**src/rtl/fetch_ctrl.sv**
```systemverilog
// MIPS fetch sequencer: owns the PC, issues req/ready fetches, picks sequential/jump/branch next PC.
// Latency: inst_valid is combinational with the fetch handshake; a stalled word is held in a one-entry buffer.
// Backpressure: stall parks the word in HOLD with imem_req low. FETCH_ALIGN_CHECK_EN enables misaligned-target trapping.
module fetch_ctrl #(
    parameter logic [31:0] RESET_PC   = 32'h0000_0000,
    parameter logic [31:0] EXC_VECTOR = 32'h0000_0380
) (
    input  logic        clk,
    input  logic        rst,
    input  logic        stall,
    input  logic        branch_taken,
    input  logic [31:0] branch_target,
    input  logic        jump,
    input  logic [31:0] jump_target,
    output logic        imem_req,
    output logic [31:0] imem_addr,
    input  logic        imem_ready,
    input  logic [31:0] imem_rdata,
    output logic        inst_valid,
    output logic [31:0] inst_pc,
    output logic [31:0] inst_data,
    output logic        addr_err
);

    typedef enum logic [1:0] {
        BOOT  = 2'd0,
        FETCH = 2'd1,
        HOLD  = 2'd2,
        DRAIN = 2'd3
    } state_t;

    state_t      state_q, state_d;
    logic        req_q, req_d;
    logic [31:0] addr_q, addr_d;
    logic [31:0] pend_q, pend_d;
    logic [31:0] hold_pc_q, hold_pc_d;
    logic [31:0] hold_data_q, hold_data_d;
    logic        err_q, err_d;

    logic        hs;
    logic        redirect;
    logic [31:0] raw_tgt;
    logic [31:0] clean_tgt;
    logic        misal;
    logic [31:0] tgt;
    logic [31:0] drain_tgt;

    assign hs       = req_q & imem_ready;
    assign redirect = branch_taken | jump;
    assign raw_tgt  = branch_taken ? branch_target : jump_target;

`ifdef FETCH_ALIGN_CHECK_EN
    assign misal     = (raw_tgt[1:0] != 2'b00);
    assign clean_tgt = raw_tgt;
`else
    assign misal     = 1'b0;
    assign clean_tgt = raw_tgt & ~32'h3;
`endif

    assign tgt       = misal ? EXC_VECTOR : clean_tgt;
    assign drain_tgt = redirect ? tgt : pend_q;

    always_comb begin
        state_d     = state_q;
        req_d       = req_q;
        addr_d      = addr_q;
        pend_d      = pend_q;
        hold_pc_d   = hold_pc_q;
        hold_data_d = hold_data_q;
        err_d       = 1'b0;
        inst_valid  = 1'b0;
        inst_pc     = hold_pc_q;
        inst_data   = hold_data_q;

        case (state_q)
            BOOT: begin
                state_d = FETCH;
                req_d   = 1'b1;
                addr_d  = RESET_PC;
            end
            FETCH: begin
                inst_pc   = addr_q;
                inst_data = imem_rdata;
                if (hs) begin
                    if (redirect) begin
                        addr_d = tgt;
                        err_d  = misal;
                    end else begin
                        inst_valid = 1'b1;
                        if (stall) begin
                            // Word is offered to decode now and kept for the HOLD cycles.
                            hold_pc_d   = addr_q;
                            hold_data_d = imem_rdata;
                            req_d       = 1'b0;
                            state_d     = HOLD;
                        end else begin
                            addr_d = addr_q + 32'd4;
                        end
                    end
                end else if (redirect) begin
                    // Request cannot be withdrawn: remember where to go once it completes.
                    pend_d  = tgt;
                    err_d   = misal;
                    state_d = DRAIN;
                end
            end
            HOLD: begin
                if (redirect) begin
                    state_d = FETCH;
                    req_d   = 1'b1;
                    addr_d  = tgt;
                    err_d   = misal;
                end else begin
                    inst_valid = 1'b1;
                    if (!stall) begin
                        state_d = FETCH;
                        req_d   = 1'b1;
                        addr_d  = hold_pc_q + 32'd4;
                    end
                end
            end
            DRAIN: begin
                pend_d = drain_tgt;
                err_d  = redirect & misal;
                if (hs) begin
                    state_d = FETCH;
                    addr_d  = drain_tgt;
                end
            end
            default: begin
                state_d = BOOT;
                req_d   = 1'b0;
            end
        endcase
    end

    always_ff @(posedge clk or negedge rst) begin
        if (!rst) begin
            state_q     <= BOOT;
            req_q       <= 1'b0;
            addr_q      <= RESET_PC;
            pend_q      <= 32'h0;
            hold_pc_q   <= 32'h0;
            hold_data_q <= 32'h0;
            err_q       <= 1'b0;
        end else begin
            state_q     <= state_d;
            req_q       <= req_d;
            addr_q      <= addr_d;
            pend_q      <= pend_d;
            hold_pc_q   <= hold_pc_d;
            hold_data_q <= hold_data_d;
            err_q       <= err_d;
        end
    end

    assign imem_req  = req_q;
    assign imem_addr = addr_q;
    assign addr_err  = err_q;

endmodule
```
**config.mk**
```make
export PLATFORM = sky130hd
export DESIGN_NAME = fetch_ctrl
export DESIGN_NICKNAME = d
export VERILOG_FILES = /design/src/rtl/fetch_ctrl.sv
export SDC_FILE = /design/constraint.sdc
export NUM_CORES = 1
export LEC_CHECK = 0
export CAP_MARGIN = 20
export CELL_PAD_IN_SITES_DETAIL_PLACEMENT = 1
export CELL_PAD_IN_SITES_GLOBAL_PLACEMENT = 2
export CORE_ASPECT_RATIO = 0.75
export CORE_MARGIN = 2
export CORE_UTILIZATION = 33
export DETAILED_ROUTE_END_ITERATION = 7
export PLACE_DENSITY_LB_ADDON = 0.1
export SLEW_MARGIN = 10
export SYNTH_ARGS = -nofsm -noshare
export SYNTH_HDL_FRONTEND = slang
export SYNTH_SLANG_ARGS = --single-unit
```
**constraint.sdc**
```tcl
create_clock -name clk -period 4 [get_ports clk]
set_clock_uncertainty 0.1 [all_clocks]
set_input_delay 0.4 -clock clk [delete_from_list [all_inputs] [get_ports clk]]
set_output_delay 0.4 -clock clk [all_outputs]
set_load 0.05 [all_outputs]
```
==> reports/metrics.csv, run 1 <==
metric;value;unit
status;complete, no violations;
grt_most_used_layer;met2;
required_time_worst_endpoint;3.50;ns
portBuffers;195;
worst-setup-path-type;flop to primary output;
finish.cell_count_without_fillers;1432;
rsz0062_at_grt;no;
final_nets;1189;
post_cts.resized_instances;0;
postRouteAntennaNets;0;
dr.first_iter.drc_count;494;
leading_cell_type_in_the_layout_fill_and_taps_excluded;sky130_fd_sc_hd__clkdlybuf4s50_1;
root_buffer;sky130_fd_sc_hd__clkbuf_16;
syn-num-nets;1025;
critical-path-slowest-cell;sky130_fd_sc_hd__clkdlybuf4s50_1;
synth_edf_count;0;
grt.total_usage;23.79;%
finalHoldViolations;0;
use_met3;4.325;%
p_seq_share;24.1;%
clk-insertion-delay-late;0.43;ns
cts_max_path_bufs;2;
fmax;273.6;MHz
kind_of_capture_point_of_the_worst_setup_path;primary output;
synthFlopType;sky130_fd_sc_hd__dfrtp_1;
global_routing_usage_on_met2;40.10;%
yosys_register_bits;131;
die_h;143.0;um
vias;7982;
fillCellCount;2828;
worstSetupStartpointType;flop;
design.core.area;0.02515;sq mm
finalSetupTns;0;ns
tritoncts.num_buffers;17;
die_width;189.3;um
synthToLayoutAreaGrowth;34.18;%
h-tree-depth;4;
grt.met1_usage;32.72;%
clock_sinks;131;
initial_utilization;33.78;%
gp_congestion;0.8382;
drcViolationCount;0;
post-route-worst-setup-slack;0.3449;ns
dpl_worst_slack;0.7620;ns
commonest_non_fill_non_tap_cells_in_the_layout;192 x sky130_fd_sc_hd__clkdlybuf4s50_1, 131 x sky130_fd_sc_hd__dfrtp_1, 127 x sky130_fd_sc_hd__mux2_2;
grt_first_pass_wirelength;49380;um
min-delay-path-class;input pin to flop;
max_stage_delay;0.71;ns
cts_tree;done;
cp_cell_sequence;inv_1 -> ha_4 -> buf_4 -> mux2_2 -> clkdlybuf4s50_1;
netSwitchingPower;5.662;mW
initial_antenna_violation_count;0;
global_route.overflow_total;0;
antennaDiodeCount;0;
syn-mean-instance-area;9.265;sq um
grt_pass1_vias;8157;
wl_per_cell;22.08;um
slew_headroom;37.61;%
synth-seq-area-share;38.59;%
critical_path_peak_fanout;46;
combPwrFrac;60.8;%
timing.final.setup_violations;0;
final-max-slew-violation-count;0;
syn_inst;917;
synth.cell_area;0.008496;sq mm
drt-total-wl;31620;um
synth-warning-count;0;
cts.clk_slew.worst_paths;0.06;ns
via_per_inst;5.574;
cell_internal_pwr;5.606;mW
worst_ep_arrival_time;3.16;ns
std_cell_rows;50;
netSwitchingFraction;50.25;%
yosys.cell_types.count;71;
highest_ir_drop_seen_on_vdd;0.6076;mV
drt_pass_1_iters;5;
async_flop_share;100.0;%
power_frac_clock;15.0;%
post-route-period-util;91.38;%
fraction_of_layout_instances_using_a_drive_strength_above_1;18.74;%
static-leakage-power;4.501;nW
dieArea;0.02706;sq mm
grt_max_degree;88;
numPlacedInstances;1399;
max-cap-violations;0;
worstMarginPinSlew;0.9358;ns
number_of_i_o_pins;201;
post-route-min-period;3.655;ns
powerDensity;988.4;mW/mm^2
post-layout-total-power;11.27;mW
detailedPlacementHpwl;22550;um
[path summary, 6_finish.rpt]
check	startpoint	to	slack, ns	cells past startpoint
setup / recovery	state_q[1]	inst_pc[22]	0.34	5
hold / removal	jump	pend_q[28]	0.34	3
setup reg to reg	state_q[1]	imem_addr[30]	0.82	10
hold reg to reg	hold_data_q[22]	hold_data_q[22]	0.40	1
max in group asynchronous	rst	hold_pc_q[5]	2.31	3
min in group asynchronous	rst	imem_req	0.49	2
[worst max-delay path, delay by kind of cell, from the launching register on]
kind | cells | cell delay, ns
flops | 1 | 0.41
buf+inv | 3 | 1.30
fa+ha+maj | 1 | 0.59
mux | 1 | 0.39
[synth_stat cells (5+ instances only)]
library cell / count / area share, %
sky130_fd_sc_hd__nand4_1: 17 / 1.3
sky130_fd_sc_hd__ha_1: 6 / 0.88
sky130_fd_sc_hd__buf_2: 18 / 1.1
sky130_fd_sc_hd__buf_1: 11 / 0.49
sky130_fd_sc_hd__buf_4: 5 / 0.44
sky130_fd_sc_hd__a22o_1: 7 / 0.72
sky130_fd_sc_hd__a2bb2oi_1: 5 / 0.52
sky130_fd_sc_hd__o211ai_1: 9 / 0.80
sky130_fd_sc_hd__o31ai_1: 6 / 0.53
sky130_fd_sc_hd__nand3_1: 30 / 1.8
sky130_fd_sc_hd__o22ai_1: 33 / 2.4
sky130_fd_sc_hd__nor3_1: 11 / 0.65
sky130_fd_sc_hd__clkbuf_1: 42 / 1.9
sky130_fd_sc_hd__a211oi_1: 6 / 0.53
sky130_fd_sc_hd__a21oi_1: 55 / 3.2
sky130_fd_sc_hd__a221oi_1: 10 / 1.0
sky130_fd_sc_hd__xor2_1: 10 / 1.0
sky130_fd_sc_hd__o22a_1: 5 / 0.52
sky130_fd_sc_hd__and4_1: 6 / 0.62
sky130_fd_sc_hd__a2111oi_0: 7 / 0.72
sky130_fd_sc_hd__xnor2_1: 26 / 2.7
sky130_fd_sc_hd__o21ai_0: 79 / 4.7
sky130_fd_sc_hd__a31oi_1: 5 / 0.37
sky130_fd_sc_hd__nor2_1: 78 / 3.4
sky130_fd_sc_hd__mux2_2: 127 / 17
sky130_fd_sc_hd__dfrtp_1: 131 / 39
sky130_fd_sc_hd__or3_1: 8 / 0.59
sky130_fd_sc_hd__and3_1: 11 / 0.81
sky130_fd_sc_hd__nand2_1: 68 / 3.0
sky130_fd_sc_hd__inv_1: 15 / 0.66
[final cells by class]
cell class | instances | area, sq um | share of cell area, %
clock inverters | 10 | 155.1 | 1.361
multi-input cells | 691 | 4825 | 42.32
well taps | 338 | 422.9 | 3.710
clock buffers | 22 | 464.2 | 4.072
flip-flops and latches | 131 | 3278 | 28.76
inverters | 15 | 56.30 | 0.4939
repair buffers | 225 | 2198 | 19.28
[state kept, by name, indices dropped and copies added (netlist names)]
signal and flops:
pend_q 32, state_q 2, imem_addr 32, hold_data_q 32
hold_pc_q 32, imem_req 1
[power by group through the flow]
stage / clock network, mW / logic [mW] / registers, mW
final: 1.69 / 6.85 / 2.72
after global routing: 1.80 / 7.25 / 2.84
after CTS: 1.73 / 6.89 / 2.72
after detailed placement: 0 / 6.85 / 2.74
after global placement: 0 / 6.79 / 2.72
after floorplan: 0 / 4.28 / 2.87
[kinds of logic after synthesis]
group	after synthesis	share of synthesized area (%)
AOI/OAI and AO/OA	262	19.60
and+or+nand+nor	258	15.32
DFF	131	38.59
muxes	128	16.95
buffers and inverters	95	4.904
xor gates and xnor gates	36	3.711
adders and majority gates	6	0.8836
other	1	0.04414
[per-stage QoR]
step / cell area, sq um / utilization, % / hold WS (ns)
final: 11400 / 45.33 / 0.3350
after detailed placement: 10770 / 42.83 / 0.3913
after global routing: 11400 / 45.33 / 0.3467
after floorplan: 8496 / - / 0.004409
after global placement: 10770 / 42.83 / 0.3852
after CTS: 11400 / 45.33 / 0.3140
[what timing repair did]
action                                 4_1_cts  5_1_grt
endpoints found under the hold margin        3        0
hold buffers                                 1        0
setup endpoints to repair                    0        0
setup buffers                                0        0
[routing by layer]
metal  vias up  routed length, um
met5         -                  0
met4         0                171
met3        11               1254
met2       167              15590
met1      4070              14610
li1       3734                  -
(Power assumes the default switching activity.)
==> inputs of run 2 (changes only) <==
--- a/config.mk
+++ b/config.mk
@@ -5,12 +5,13 @@
 export SDC_FILE = /design/constraint.sdc
 export NUM_CORES = 1
 export LEC_CHECK = 0
+export ABC_AREA = 0
 export CAP_MARGIN = 20
 export CELL_PAD_IN_SITES_DETAIL_PLACEMENT = 1
 export CELL_PAD_IN_SITES_GLOBAL_PLACEMENT = 2
 export CORE_ASPECT_RATIO = 0.75
 export CORE_MARGIN = 2
-export CORE_UTILIZATION = 33
+export CORE_UTILIZATION = 28
 export DETAILED_ROUTE_END_ITERATION = 7
 export PLACE_DENSITY_LB_ADDON = 0.1
 export SLEW_MARGIN = 10
==> constraint.sdc (replaced) <==
create_clock -name clk -period 3.05 [get_ports clk]
set_clock_uncertainty 0.1 [all_clocks]
set_input_delay 0.305 -clock clk [delete_from_list [all_inputs] [get_ports clk]]
set_output_delay 0.305 -clock clk [all_outputs]
set_load 0.05 [all_outputs]
==> reports/metrics.csv, run 2 (synthesized netlist as in run 1, its figures left out) <==
metric;value;unit
status;complete, no violations;
gp_congestion;0.8086;
power_frac_clock;13.9;%
cp_cell_sequence;inv_1 -> ha_4 -> mux2_2 -> clkdlybuf4s50_1;
design.core.area;0.03000;sq mm
grt_max_degree;71;
netSwitchingPower;7.566;mW
final_nets;1225;
slew_headroom;47.70;%
final-max-slew-violation-count;0;
rrSetupSlack;0.30;ns
powerDensity;1270;mW/mm^2
worst-setup-path-type;flop to primary output;
via_per_inst;5.335;
fmax;343.3;MHz
post-layout-total-power;14.81;mW
timing.final.setup_violations;0;
vias;8141;
detailedPlacementHpwl;25120;um
initial_utilization;28.32;%
highest_ir_drop_seen_on_vdd;0.6453;mV
grt_first_pass_wirelength;52310;um
commonest_non_fill_non_tap_cells_in_the_layout;140 x sky130_fd_sc_hd__clkdlybuf4s50_1, 131 x sky130_fd_sc_hd__dfrtp_1, 127 x sky130_fd_sc_hd__mux2_2;
worst_ep_arrival_time;2.51;ns
hold_ws;0.3664;ns
postRouteAntennaNets;0;
rr_worst_depth;10;
drt_pass_1_iters;4;
cts_max_path_bufs;2;
netSwitchingFraction;51.09;%
critical_path_peak_fanout;18;
critical-path-slowest-cell;sky130_fd_sc_hd__clkdlybuf4s50_1;
finalSetupTns;0;ns
number_of_i_o_pins;201;
dieArea;0.03177;sq mm
cell_internal_pwr;7.243;mW
synthToLayoutAreaGrowth;37.25;%
h-tree-depth;4;
worstReg2RegEnd;imem_addr[25];
std_cell_rows;55;
worstSetupStartpointType;flop;
required_time_worst_endpoint;2.64;ns
clock_sinks;131;
static-leakage-power;4.772;nW
max-cap-violations;0;
worstMarginPinSlew;0.7844;ns
kind_of_capture_point_of_the_worst_setup_path;primary output;
fraction_of_layout_instances_using_a_drive_strength_above_1;23.34;%
tritoncts.num_buffers;17;
grt.total_usage;22.02;%
die_h;154.9;um
portBuffers;195;
post-route-min-period;2.913;ns
max_stage_delay;0.71;ns
initial_antenna_violation_count;0;
leading_cell_type_in_the_layout_fill_and_taps_excluded;sky130_fd_sc_hd__clkdlybuf4s50_1;
root_buffer;sky130_fd_sc_hd__clkbuf_16;
min-delay-path-class;input pin to asynchronous set/reset pin;
global_route.overflow_total;0;
die_width;205.1;um
clk-insertion-delay-late;0.44;ns
wl_per_cell;22.37;um
final_instance_area;0.01166;sq mm
crit-reg2reg-launch;state_q[1];
cts_tree;done;
drcViolationCount;0;
post-route-period-util;95.50;%
grt_pass1_vias;8353;
dpl-instance-area;0.01111;sq mm
cts.clk_slew.worst_paths;0.06;ns
combPwrFrac;63.1;%
drt-total-wl;34130;um
rsz0062_at_grt;no;
p_seq_share;23.0;%
antennaDiodeCount;0;
finalHoldViolations;0;
dr.first_iter.drc_count;467;
==> run 2: cell types whose count changed in the layout (fill, tap and decap cells not counted), moves of 2 or more <==
cell and delta:
sky130_fd_sc_hd__buf_4 +53, sky130_fd_sc_hd__clkdlybuf4s50_1 -52, sky130_fd_sc_hd__clkinvlp_4 -2, sky130_fd_sc_hd__buf_12 +5
sky130_fd_sc_hd__dlygate4sd2_1 +28, sky130_fd_sc_hd__bufinv_16 -2
==> run 2: cell type report <==
type                            instances  area, sq um
Clock buffer                           23        478.0
Multi-Input combinational cell        691         4827
Timing Repair Buffer                  261         2441
Sequential cell                       131         3278
Tap cell                              399        499.2
Fill cell                            3439        18340
Inverter                               15        56.30
Clock inverter                          6        80.08
==> run 2: power groups by stage <==
stage / registers (mW) / clock network [mW] / logic [mW]
after floorplan: 3.76 / 0 / 5.62
after global placement: 3.41 / 0 / 9.46
after detailed placement: 3.44 / 0 / 9.49
after CTS: 3.41 / 2.10 / 9.42
after global routing: 3.56 / 2.18 / 9.96
final: 3.41 / 2.05 / 9.35
==> run 2: worst max-delay path, delay by kind of cell, from the launching register on <==
family | cells | cell delay [ns]
muxes | 1 | 0.40
DFF | 1 | 0.41
adders and majority gates | 1 | 0.41
buffers and inverters | 2 | 0.83
==> run 2: worst max-delay path by stage <==
stage,from,endpoint,slack [ns],cells past startpoint
4_1_cts,state_q[1],inst_pc[4],0.13,4
2_1_floorplan,state_q[1],inst_pc[14],0.24,7
3_3_place_gp,state_q[1],inst_data[8],0.28,5
3_5_place_dp,state_q[1],inst_data[7],0.28,5
5_1_grt,state_q[1],inst_pc[6],0.08,4
6_report,state_q[1],inst_pc[4],0.14,4
==> run 2: through the flow <==
stage               instances  util (%)  worst slack, ns
finish                   1526     38.86           0.1372
global route             1526     38.86          0.08142
CTS                      1526     38.86           0.1273
detailed placement       1495     37.04           0.2752
global placement         1495     37.04           0.2794
floorplan                 917         -           0.2406
==> run 2: layer usage <==
metal  GRT usage, %  up-vias  wire, um
met5              0        -         0
met4          6.269        0       482
met3          3.310       27      1119
met2          35.05      146     16110
met1          31.01     4183     16410
li1               -     3785         -
==> run 2: timing repair <==
| action | 4_1_cts | 5_1_grt |
|---|---|---|
| setup endpoints to repair | 28 | 0 |
| hold endpoints to repair | 68 | 0 |
| setup buffers | 1 | 0 |
| hold buffers | 1 | 0 |
| gates resized for setup | 28 | 0 |
==> inputs of run 3 (changes only) <==
==> config.mk (replaced) <==
export PLATFORM = sky130hd
export DESIGN_NAME = fetch_ctrl
export DESIGN_NICKNAME = d
export VERILOG_FILES = /design/src/rtl/fetch_ctrl.sv
export SDC_FILE = /design/constraint.sdc
export NUM_CORES = 1
export LEC_CHECK = 0
export ABC_AREA = 0
export CAP_MARGIN = 20
export CORE_ASPECT_RATIO = 0.75
export CORE_MARGIN = 4
export CORE_UTILIZATION = 46
export DETAILED_ROUTE_END_ITERATION = 7
export PLACE_DENSITY = 0.78
export SLEW_MARGIN = 10
export SYNTH_ARGS = -nofsm -noshare
export SYNTH_HDL_FRONTEND = slang
export SYNTH_SLANG_ARGS = --single-unit
==> reports/metrics.csv, run 3 (synthesized netlist as in run 1, its figures left out) <==
metric;value;unit
status;finished with violations;
violations;setup timing;
post-route-period-util;100.0;%
clock_sinks;131;
drt-total-wl;27480;um
highest_ir_drop_seen_on_vdd;1.026;mV
grt_pass1_vias;8093;
postRouteAntennaNets;0;
slew_headroom;19.69;%
clk-insertion-delay-late;0.42;ns
post_route_met1_wirelength;11310;um
grt.total_usage;26.15;%
rrSetupSlack;-0.001;ns
die_width;164.9;um
global_route.overflow_total;0;
critical_path_peak_fanout;26;
min-delay-path-class;input pin to asynchronous set/reset pin;
drt_pass_1_iters;5;
routed-wl-met3;2426;um
rr_worst_depth;7;
worstSetupStartpointType;flop;
cts.clk_slew.worst_paths;0.06;ns
finish.cell_count_without_fillers;1350;
finalCoreUtilization;63.34;%
numPlacedInstances;1317;
powerDensity;1250;mW/mm^2
multi_input_area;0.004825;sq mm
via_per_inst;6.130;
static-leakage-power;4.727;nW
fmax;327.7;MHz
std_cell_rows;42;
post-route-min-period;3.051;ns
root_buffer;sky130_fd_sc_hd__clkbuf_16;
number_of_buffers_inserted_by_post_cts_setup_repair;0;
wl_per_cell;20.36;um
detailedPlacementHpwl;19760;um
dieArea;0.02073;sq mm
cts_max_path_bufs;2;
worstReg2RegEnd;imem_addr[21];
fillCellCount;1513;
h-tree-depth;4;
dpl_worst_slack;0.1178;ns
number_of_i_o_pins;201;
timing.final.setup_violations;1;
crit-reg2reg-launch;state_q[1];
top_signal_layer_used;met4;
fraction_of_layout_instances_using_a_drive_strength_above_1;20.04;%
cts_tree;done;
final_nets;1203;
portBuffers;195;
synthToLayoutAreaGrowth;33.21;%
initial_utilization;47.55;%
grt_max_degree;67;
initial_antenna_violation_count;0;
design.core.area;0.01787;sq mm
vias;8276;
worstMarginPinSlew;1.197;ns
drcViolationCount;0;
required_time_worst_endpoint;3.28;ns
gp_congestion;0.9160;
rsz0062_at_grt;no;
met2_length;13050;um
post-route-worst-setup-slack;-0.001217;ns
grt_first_pass_wirelength;43330;um
kind_of_capture_point_of_the_worst_setup_path;flop;
hold_ws;0.3579;ns
antennaDiodeCount;0;
commonest_non_fill_non_tap_cells_in_the_layout;131 x sky130_fd_sc_hd__dfrtp_1, 131 x sky130_fd_sc_hd__clkdlybuf4s50_1, 127 x sky130_fd_sc_hd__mux2_2;
finalHoldViolations;0;
startpoint_of_the_worst_setup_timing_path;state_q[1];
die_h;125.7;um
area.sequential;0.003278;sq mm
max-cap-violations;0;
dr.first_iter.drc_count;749;
worst_ep_arrival_time;3.28;ns
tritoncts.num_buffers;17;
finalSetupTns;-0.001217;ns
final-max-slew-violation-count;0;
worst-setup-path-type;flop to flop;
-- run 3: cell types whose count changed in the layout (fill, tap and decap cells not counted), moves of 3 or more --
cell	previous run	this run
sky130_fd_sc_hd__clkinv_4	0	3
sky130_fd_sc_hd__buf_4	81	39
sky130_fd_sc_hd__clkinvlp_4	0	3
sky130_fd_sc_hd__clkdlybuf4s50_1	140	131
sky130_fd_sc_hd__clkbuf_1	3	0
sky130_fd_sc_hd__dlygate4sd2_1	28	59
-- run 3: worst max-delay path by stage --
stage / to / slack (ns) / cells past startpoint
3_5_place_dp: imem_addr[21] / 0.12 / 7
5_1_grt: imem_addr[19] / 0.01 / 8
2_1_floorplan: inst_pc[14] / 0.24 / 7
3_3_place_gp: imem_addr[21] / 0.26 / 7
6_report: imem_addr[21] / -0.001 / 7
4_1_cts: inst_pc[20] / 0.02 / 6
-- run 3: routing by layer --
metal | global-route usage (%) | vias to the layer above
met2 | 41.36 | 425
met5 | 0 | -
met4 | 7.726 | 0
met3 | 6.401 | 59
li1 | - | 3746
met1 | 35.75 | 4046
-- run 3: repair_timing --
| action | in CTS | in global routing |
|---|---|---|
| endpoints found under the setup margin | 59 | 2 |
| hold buffers | 1 | 0 |
| gates cloned | 0 | 0 |
| gates resized for setup | 59 | 2 |
| hold endpoints to repair | 64 | 0 |
-- run 3: worst max-delay path: stages (launching register included) --
cell and delay, ns:
sky130_fd_sc_hd__dfrtp_1 0.40, sky130_fd_sc_hd__inv_1 0.10, sky130_fd_sc_hd__ha_4 0.29, sky130_fd_sc_hd__or2_2 0.34, sky130_fd_sc_hd__a211oi_1 0.99, sky130_fd_sc_hd__o211ai_1 0.30
sky130_fd_sc_hd__a211o_1 0.37, sky130_fd_sc_hd__o221ai_1 0.07
-- run 3: layout make-up --
cell class                      instances  area share, %
Clock buffer                           21          4.245
Clock inverter                         11         0.9066
Inverter                               15         0.4975
Multi-Input combinational cell        691          42.63
Sequential cell                       131          28.97
Tap cell                              242          2.676
Timing Repair Buffer                  239          20.08
-- run 3: per-stage QoR --
step	instance area, sq um	power [mW]
2_1_floorplan	8496	9.381
3_3_place_gp	10790	12.27
3_5_place_dp	10790	12.44
4_1_cts	11310	14.14
5_1_grt	11320	14.85
6_report	11320	14.15
-- run 3: where the power goes --
group          leakage, nW  internal [mW]  switching (mW)  total, mW
sequential            1.60           2.54           0.995       3.53
clock                0.281           1.21           0.798       2.01
combinational         2.84           3.15            5.46       8.61
total                 4.73           6.90            7.25       14.1
